### src/rtl/dsss_pn_spread_ctrl.sv
`default_nettype none
// ============================================================================
// dsss_pn_spread_ctrl : DSSS PN spreading sequencer (LFSR, chip timing, framing, bit intake)
// Revision 1.0
// ============================================================================
module dsss_pn_spread_ctrl #(
  parameter int             LEN      = 5,
  parameter int             CHIP_DIV = 1,
  parameter int             DIV_W    = 8,
  parameter logic [LEN:0]   POLY_RST = 6'b100101,
  parameter logic [LEN-1:0] SEED_RST = 5'b10000
) (
  input  logic           clk,
  input  logic           rst,
  input  logic           cfg_valid,
  output logic           cfg_ready,
  input  logic [LEN:0]   cfg_poly,
  input  logic [LEN-1:0] cfg_seed,
  output logic           seed_err,
  input  logic           start,
  input  logic           stop,
  input  logic           din_valid,
  input  logic           din,
  output logic           din_ready,
  output logic           chip_en,
  output logic           chip_out,
  output logic           pn_out,
  output logic           epoch,
  output logic           underrun,
  output logic           busy
);

  localparam int               N         = (1 << LEN) - 1;
  localparam logic [LEN-1:0]   LAST_CHIP = LEN'(N - 1);
  localparam logic [DIV_W-1:0] DIV_LAST  = DIV_W'(CHIP_DIV - 1);

  typedef enum logic [1:0] {
    IDLE  = 2'd0,
    LOAD  = 2'd1,
    RUN   = 2'd2,
    DRAIN = 2'd3
  } state_t;

  state_t           state;
  logic [LEN:0]     poly;
  logic [LEN-1:0]   seed;
  logic [LEN-1:0]   lfsr;
  logic [DIV_W-1:0] div_cnt;
  logic [LEN-1:0]   chip_cnt;
  logic             nxt_full;
  logic             nxt_bit;
  logic             cur_bit;
  logic             stop_pend;

  logic fb;
  logic active;
  logic tick;
  logic chip0;
  logic chip_bit;
  logic din_acc;
  logic poly_unused;

  assign active    = (state == RUN) || (state == DRAIN);
  assign tick      = active && (div_cnt == DIV_LAST);
  assign chip0     = (chip_cnt == '0);
  // A symbol with nothing buffered is spread with a zero bit.
  assign chip_bit  = chip0 ? (nxt_full & nxt_bit) : cur_bit;
  assign din_ready = active && !nxt_full;
  assign din_acc   = din_valid && din_ready;
  assign cfg_ready = (state == IDLE);
  assign busy      = (state != IDLE);
  // The x^0 and x^LEN terms are implicit in the Fibonacci feedback.
  assign poly_unused = poly[LEN] ^ poly[0];

  always_comb begin
    fb = lfsr[LEN-1];
    for (int j = 0; j < LEN - 1; j++) begin
      fb = fb ^ (poly[j+1] & lfsr[j]);
    end
  end

  always_ff @(posedge clk or posedge rst) begin
    if (rst) begin
      state     <= IDLE;
      poly      <= POLY_RST;
      seed      <= SEED_RST;
      lfsr      <= '0;
      div_cnt   <= '0;
      chip_cnt  <= '0;
      nxt_full  <= 1'b0;
      nxt_bit   <= 1'b0;
      cur_bit   <= 1'b0;
      stop_pend <= 1'b0;
      chip_en   <= 1'b0;
      chip_out  <= 1'b0;
      pn_out    <= 1'b0;
      epoch     <= 1'b0;
      underrun  <= 1'b0;
      seed_err  <= 1'b0;
    end else begin
      chip_en  <= 1'b0;
      epoch    <= 1'b0;
      underrun <= 1'b0;
      seed_err <= 1'b0;

      case (state)
        IDLE: begin
          if (cfg_valid) begin
            if (cfg_seed != '0) begin
              poly <= cfg_poly;
              seed <= cfg_seed;
            end else begin
              seed_err <= 1'b1;
            end
          end
          if (start) begin
            state <= LOAD;
          end
        end

        LOAD: begin
          lfsr      <= seed;
          chip_cnt  <= '0;
          div_cnt   <= '0;
          stop_pend <= 1'b0;
          state     <= RUN;
        end

        RUN, DRAIN: begin
          if (tick) begin
            div_cnt  <= '0;
            pn_out   <= lfsr[LEN-1];
            chip_out <= lfsr[LEN-1] ^ chip_bit;
            chip_en  <= 1'b1;
            epoch    <= chip0;
            if (chip0) begin
              cur_bit  <= chip_bit;
              nxt_full <= 1'b0;
              underrun <= !nxt_full;
            end
            // Every symbol restarts from the seed phase.
            if (chip_cnt == LAST_CHIP) begin
              lfsr     <= seed;
              chip_cnt <= '0;
              if (stop_pend) begin
                state <= IDLE;
              end
            end else begin
              lfsr     <= {lfsr[LEN-2:0], fb};
              chip_cnt <= chip_cnt + 1'b1;
            end
          end else begin
            div_cnt <= div_cnt + 1'b1;
          end
          if ((state == RUN) && stop) begin
            stop_pend <= 1'b1;
            state     <= DRAIN;
          end
        end

        default: state <= IDLE;
      endcase

      // Placed after the chip-0 consume so a same-cycle accept is kept for the next symbol.
      if (din_acc) begin
        nxt_full <= 1'b1;
        nxt_bit  <= din;
      end
    end
  end

endmodule
`default_nettype wire

### config.mk
export PLATFORM = sky130hd
export DESIGN_NAME = dsss_pn_spread_ctrl
export DESIGN_NICKNAME = d
export VERILOG_FILES = /design/src/rtl/dsss_pn_spread_ctrl.sv
export SDC_FILE = /design/constraint.sdc
export NUM_CORES = 1
export LEC_CHECK = 0
export CAP_MARGIN = 20
export CORE_UTILIZATION = 60
export CTS_BUF_LIST = sky130_fd_sc_hd__clkbuf_2 sky130_fd_sc_hd__clkbuf_4 sky130_fd_sc_hd__clkbuf_8
export DETAILED_ROUTE_END_ITERATION = 10
export GPL_TIMING_DRIVEN = 0
export PLACE_DENSITY = 0.95
export SLEW_MARGIN = 0
export SYNTH_ARGS = -nofsm -noshare
export SYNTH_HDL_FRONTEND = slang
export SYNTH_SLANG_ARGS = --single-unit
### constraint.sdc
create_clock -name clk -period 3.6 [get_ports clk]
set_clock_uncertainty 0.15 [all_clocks]
set_input_delay 0.9 -clock clk [delete_from_list [all_inputs] [get_ports clk]]
set_output_delay 0.9 -clock clk [all_outputs]
set_load 0.02 [all_outputs]
==> impl_summary.log <==
[metrics] number of H-tree branching levels: 2
[metrics] I/O pin total: 27
[metrics] total iterations of the first detailed-routing run: 4
[metrics] DRC violation count after routing: 0
[metrics] EDFF count, synth: 0
[metrics] share of the yosys chip area belonging to registers: 51.1%
[metrics] final setup fails: 0
[metrics] most area-hungry cell type in the Yosys netlist: dfrtp_1
[metrics] combined area of the multi-input logic cells: 865 µm²
[metrics] met2 wire length: 2.18 mm
[metrics] clock power share: 12.0%
[metrics] leading cell type by number of instances after synthesis: dfrtp_1
[metrics] Fmax achieved: 0.297 GHz
[metrics] cell depth of the worst min-delay path: 1
[metrics] 1st-iter DRT viols: 96
[metrics] final net count: 235
[metrics] XOR/XNOR Fraction of Synth Area: 2.55%
[metrics] biggest fanout along the worst timing path: 10
[metrics] fill cell instance count of the final layout: 206
[metrics] Routed met3 length: 198 µm
[metrics] worst rel slew slack: 43.6%
[metrics] via/cell ratio: 5.93
[metrics] mapped cell area: 1910 µm²
[metrics] overall routing resource usage: 27.0%
[metrics] RSZ-0062 raised after global routing: false
[metrics] CTS max path bufs: 2
[metrics] Arr. time, crit path: 2.31 ns
[metrics] overall routed net length: 4.11 mm
[metrics] Flop pwr share: 43.1%
[metrics] detailed placement HPWL: 3.04 mm
[metrics] Die Width: 58.5 µm
[metrics] global-route wire length before repair: 6.68 mm
[metrics] clock buffer count from CTS: 5
[metrics] Port Buf Inserts: 24
[metrics] FF/Latch Area: 978 µm²
[metrics] Resized cells post-CTS: 0
[metrics] vias in the first global route: 1507
[metrics] worst slew pin tran: 0.845 ns
[metrics] Final ANT Viol Nets: 0
[metrics] clk slew on worst S/H paths: 0.10 ns
[metrics] number of hold violations in the final report: 0
[metrics] biggest area contributors in the synthesized netlist: dfrtp_1 (48%), mux2_2 (5.9%), nand2_1 (4.9%), mux2i_1 (4.2%), ha_1 (3.3%)
[metrics] dominant combinational cell family by area after synthesis: simple AND/OR/NAND/NOR gates
[metrics] share of synthesized cell area in full adder, half adder and majority cells: 3.27%
[metrics] buffer type at the clock tree root: clkbuf_4
[metrics] Static Leakage: 1.06 nW
[metrics] clock latency on the worst-skew pair: 0.35 ns
[metrics] number of slew-limit violations in the final report: 0
[metrics] pin count of the biggest net entering global routing: 21
[metrics] synthesized area per cell: 10.6 µm²
[metrics] final standard cell utilization of the core: 75.4%
[metrics] worst r2r path cells: 7
[metrics] post-CTS repair timing setup buffer count: 0
[metrics] cell area power density: 761 nW/µm²
[metrics] simple-gate portion of the synthesized area: 18.4%
[metrics] async set or reset register ratio after synthesis: 100%
[metrics] post-synthesis sequential element count: 39
[metrics] flop-to-flop setup slack: 1.50 ns
[metrics] initial standard-cell utilization of the core: 63.2%
[metrics] aggregate global routing overflow: 0
[metrics] status: completed
[metrics] worst path required time: 2.55 ns
[metrics] net load switching power: 687 µW
[metrics] highest ir drop seen on vdd: 0.449 mV
[metrics] compound-gate portion of the synthesized area: 10.8%
[metrics] Critical Path Source Type: flop
[metrics] placer congestion estimate: 0.769
[metrics] kind of end point of the critical path: output port
[metrics] gate count after technology mapping: 180
[metrics] reg2reg start: div_cnt[0]$_DFFE_PP0P_
[metrics] fraction of layout instances using a drive strength above 1: 11.8%
[metrics] synth-to-layout area growth: 19.2%
[metrics] leading post-synthesis cells by instance count: dfrtp_1 (37), nand2_1 (25), inv_1 (12)
[metrics] category of the most critical setup path: flop to output port
[metrics] share of the clock period used by the worst path after layout: 93.4%
[metrics] core region area: 3030 µm²
[metrics] Period minus WS final: 3.36 ns
[metrics] crit path capture: cfg_ready
[metrics] Setup TNS Final: 0 ns
[metrics] post-synth net total: 203
[metrics] Min Hold Slack: 0.358 ns
[metrics] routed wirelength normalized by instance count: 16.1 µm
[metrics] initial antenna violation count: 0
[metrics] cell-internal power: 1.05 mW
[metrics] max layer used: met4
[metrics] Switching Fraction: 39.5%
[metrics] startpoint of the most critical setup path: state[1]$_DFFE_PP0P_
[metrics] max cap viols: 0
[metrics] vias after detailed routing: 1511
[metrics] clk sinks: 39
[metrics] proportion of power drawn by combinational gates: 44.9%
[metrics] number of hold-repair buffers added at the cts stage: 0
[metrics] CTS tree: yes
[metrics] flip-flop cell with the highest count after synthesis: dfrtp_1
[metrics] Core Rows: 20
[metrics] Diodes inserted: 0
[metrics] number of synthesis warnings: 0
[metrics] die span in y: 58.5 µm
[metrics] R2R Path End: chip_cnt[3]$_DFFE_PP0P_
[metrics] post-synth top area share: 48.4%
[metrics] Yosys cell types: 37
[metrics] routed length on met1: 1.63 mm
[metrics] kind of path behind the tightest hold check: flop to flop
[metrics] share of synthesized area spent on multiplexers: 10.1%
[metrics] die area: 3420 µm²
-- worst min path at each step --
stage	startpoint	endpoint	slack [ns]
2_1_floorplan	div_cnt[7]$_DFFE_PP0P_	div_cnt[7]$_DFFE_PP0P_	0.29
3_3_place_gp	div_cnt[7]$_DFFE_PP0P_	div_cnt[7]$_DFFE_PP0P_	0.31
3_5_place_dp	seed[1]$_DFFE_PP0P_	seed[1]$_DFFE_PP0P_	0.34
4_1_cts	div_cnt[7]$_DFFE_PP0P_	div_cnt[7]$_DFFE_PP0P_	0.36
5_1_grt	seed[1]$_DFFE_PP0P_	seed[1]$_DFFE_PP0P_	0.38
6_report	div_cnt[7]$_DFFE_PP0P_	div_cnt[7]$_DFFE_PP0P_	0.36
-- kinds of logic after synthesis --
| group | Yosys count |
|---|---|
| compound gates | 32 |
| mux | 18 |
| fa+ha+maj | 5 |
| buf+inv | 18 |
| xor+xnor | 4 |
| simple gates | 64 |
| flops | 39 |
-- worst max-delay path, stage by stage (launching register included) --
cell	delay [ns]
dfrtp_1	0.38
buf_2	0.17
nor2_1	0.34
clkbuf_1	0.39
clkdlybuf4s50_1	0.68
-- registers in the layout, indices dropped and copies added (netlist names), 2 cells and up --
register / flops
div_cnt: 8
chip_cnt: 5
lfsr: 5
seed: 5
poly: 4
state: 2
-- layout by cell type, fill, tap and decap left out, drive strengths merged, types with 8 or more instances in the layout --
master          n
dfrtp          37
nand2          25
clkdlybuf4s50  24
o21ai          13
inv            12
mux2           10
nand3           9
mux2i           8
clkbuf          8
-- area by class of cell --
cell class | count | area share [%]
flip-flops and latches | 39 | 42.9
multi-input cells | 123 | 37.9
repair buffers | 25 | 11.7
well taps | 44 | 2.41
clock buffers | 6 | 1.97
inverters | 12 | 1.97
plain buffers | 6 | 1.15
-- metal layers --
layer / up-vias / GRT usage (%)
met5: - / 0
met4: 0 / 10.2
met3: 12 / 7.25
met2: 63 / 48.9
met1: 736 / 30.3
li1: 700 / -
-- power groups by stage --
stage	Combinational [mW]	Clock, mW	Sequential, mW
after floorplan	0.528	0	0.741
after global placement	0.698	0	0.735
after detailed placement	0.768	0	0.754
after CTS	0.776	0.211	0.746
after global routing	0.858	0.227	0.769
final	0.780	0.209	0.750
-- per-stage QoR --
stage / instances / area (µm²) / setup WS, ns / power [mW]
final: 255 / 2280 / 0.237 / 1.74
after global routing: 255 / 2280 / 0.102 / 1.85
after CTS: 255 / 2280 / 0.248 / 1.73
after detailed placement: 249 / 2240 / 0.637 / 1.52
after global placement: 248 / 2210 / 0.676 / 1.43
after floorplan: 180 / 1910 / 1.17 / 1.27
Power figures use the tool's default switching activity.
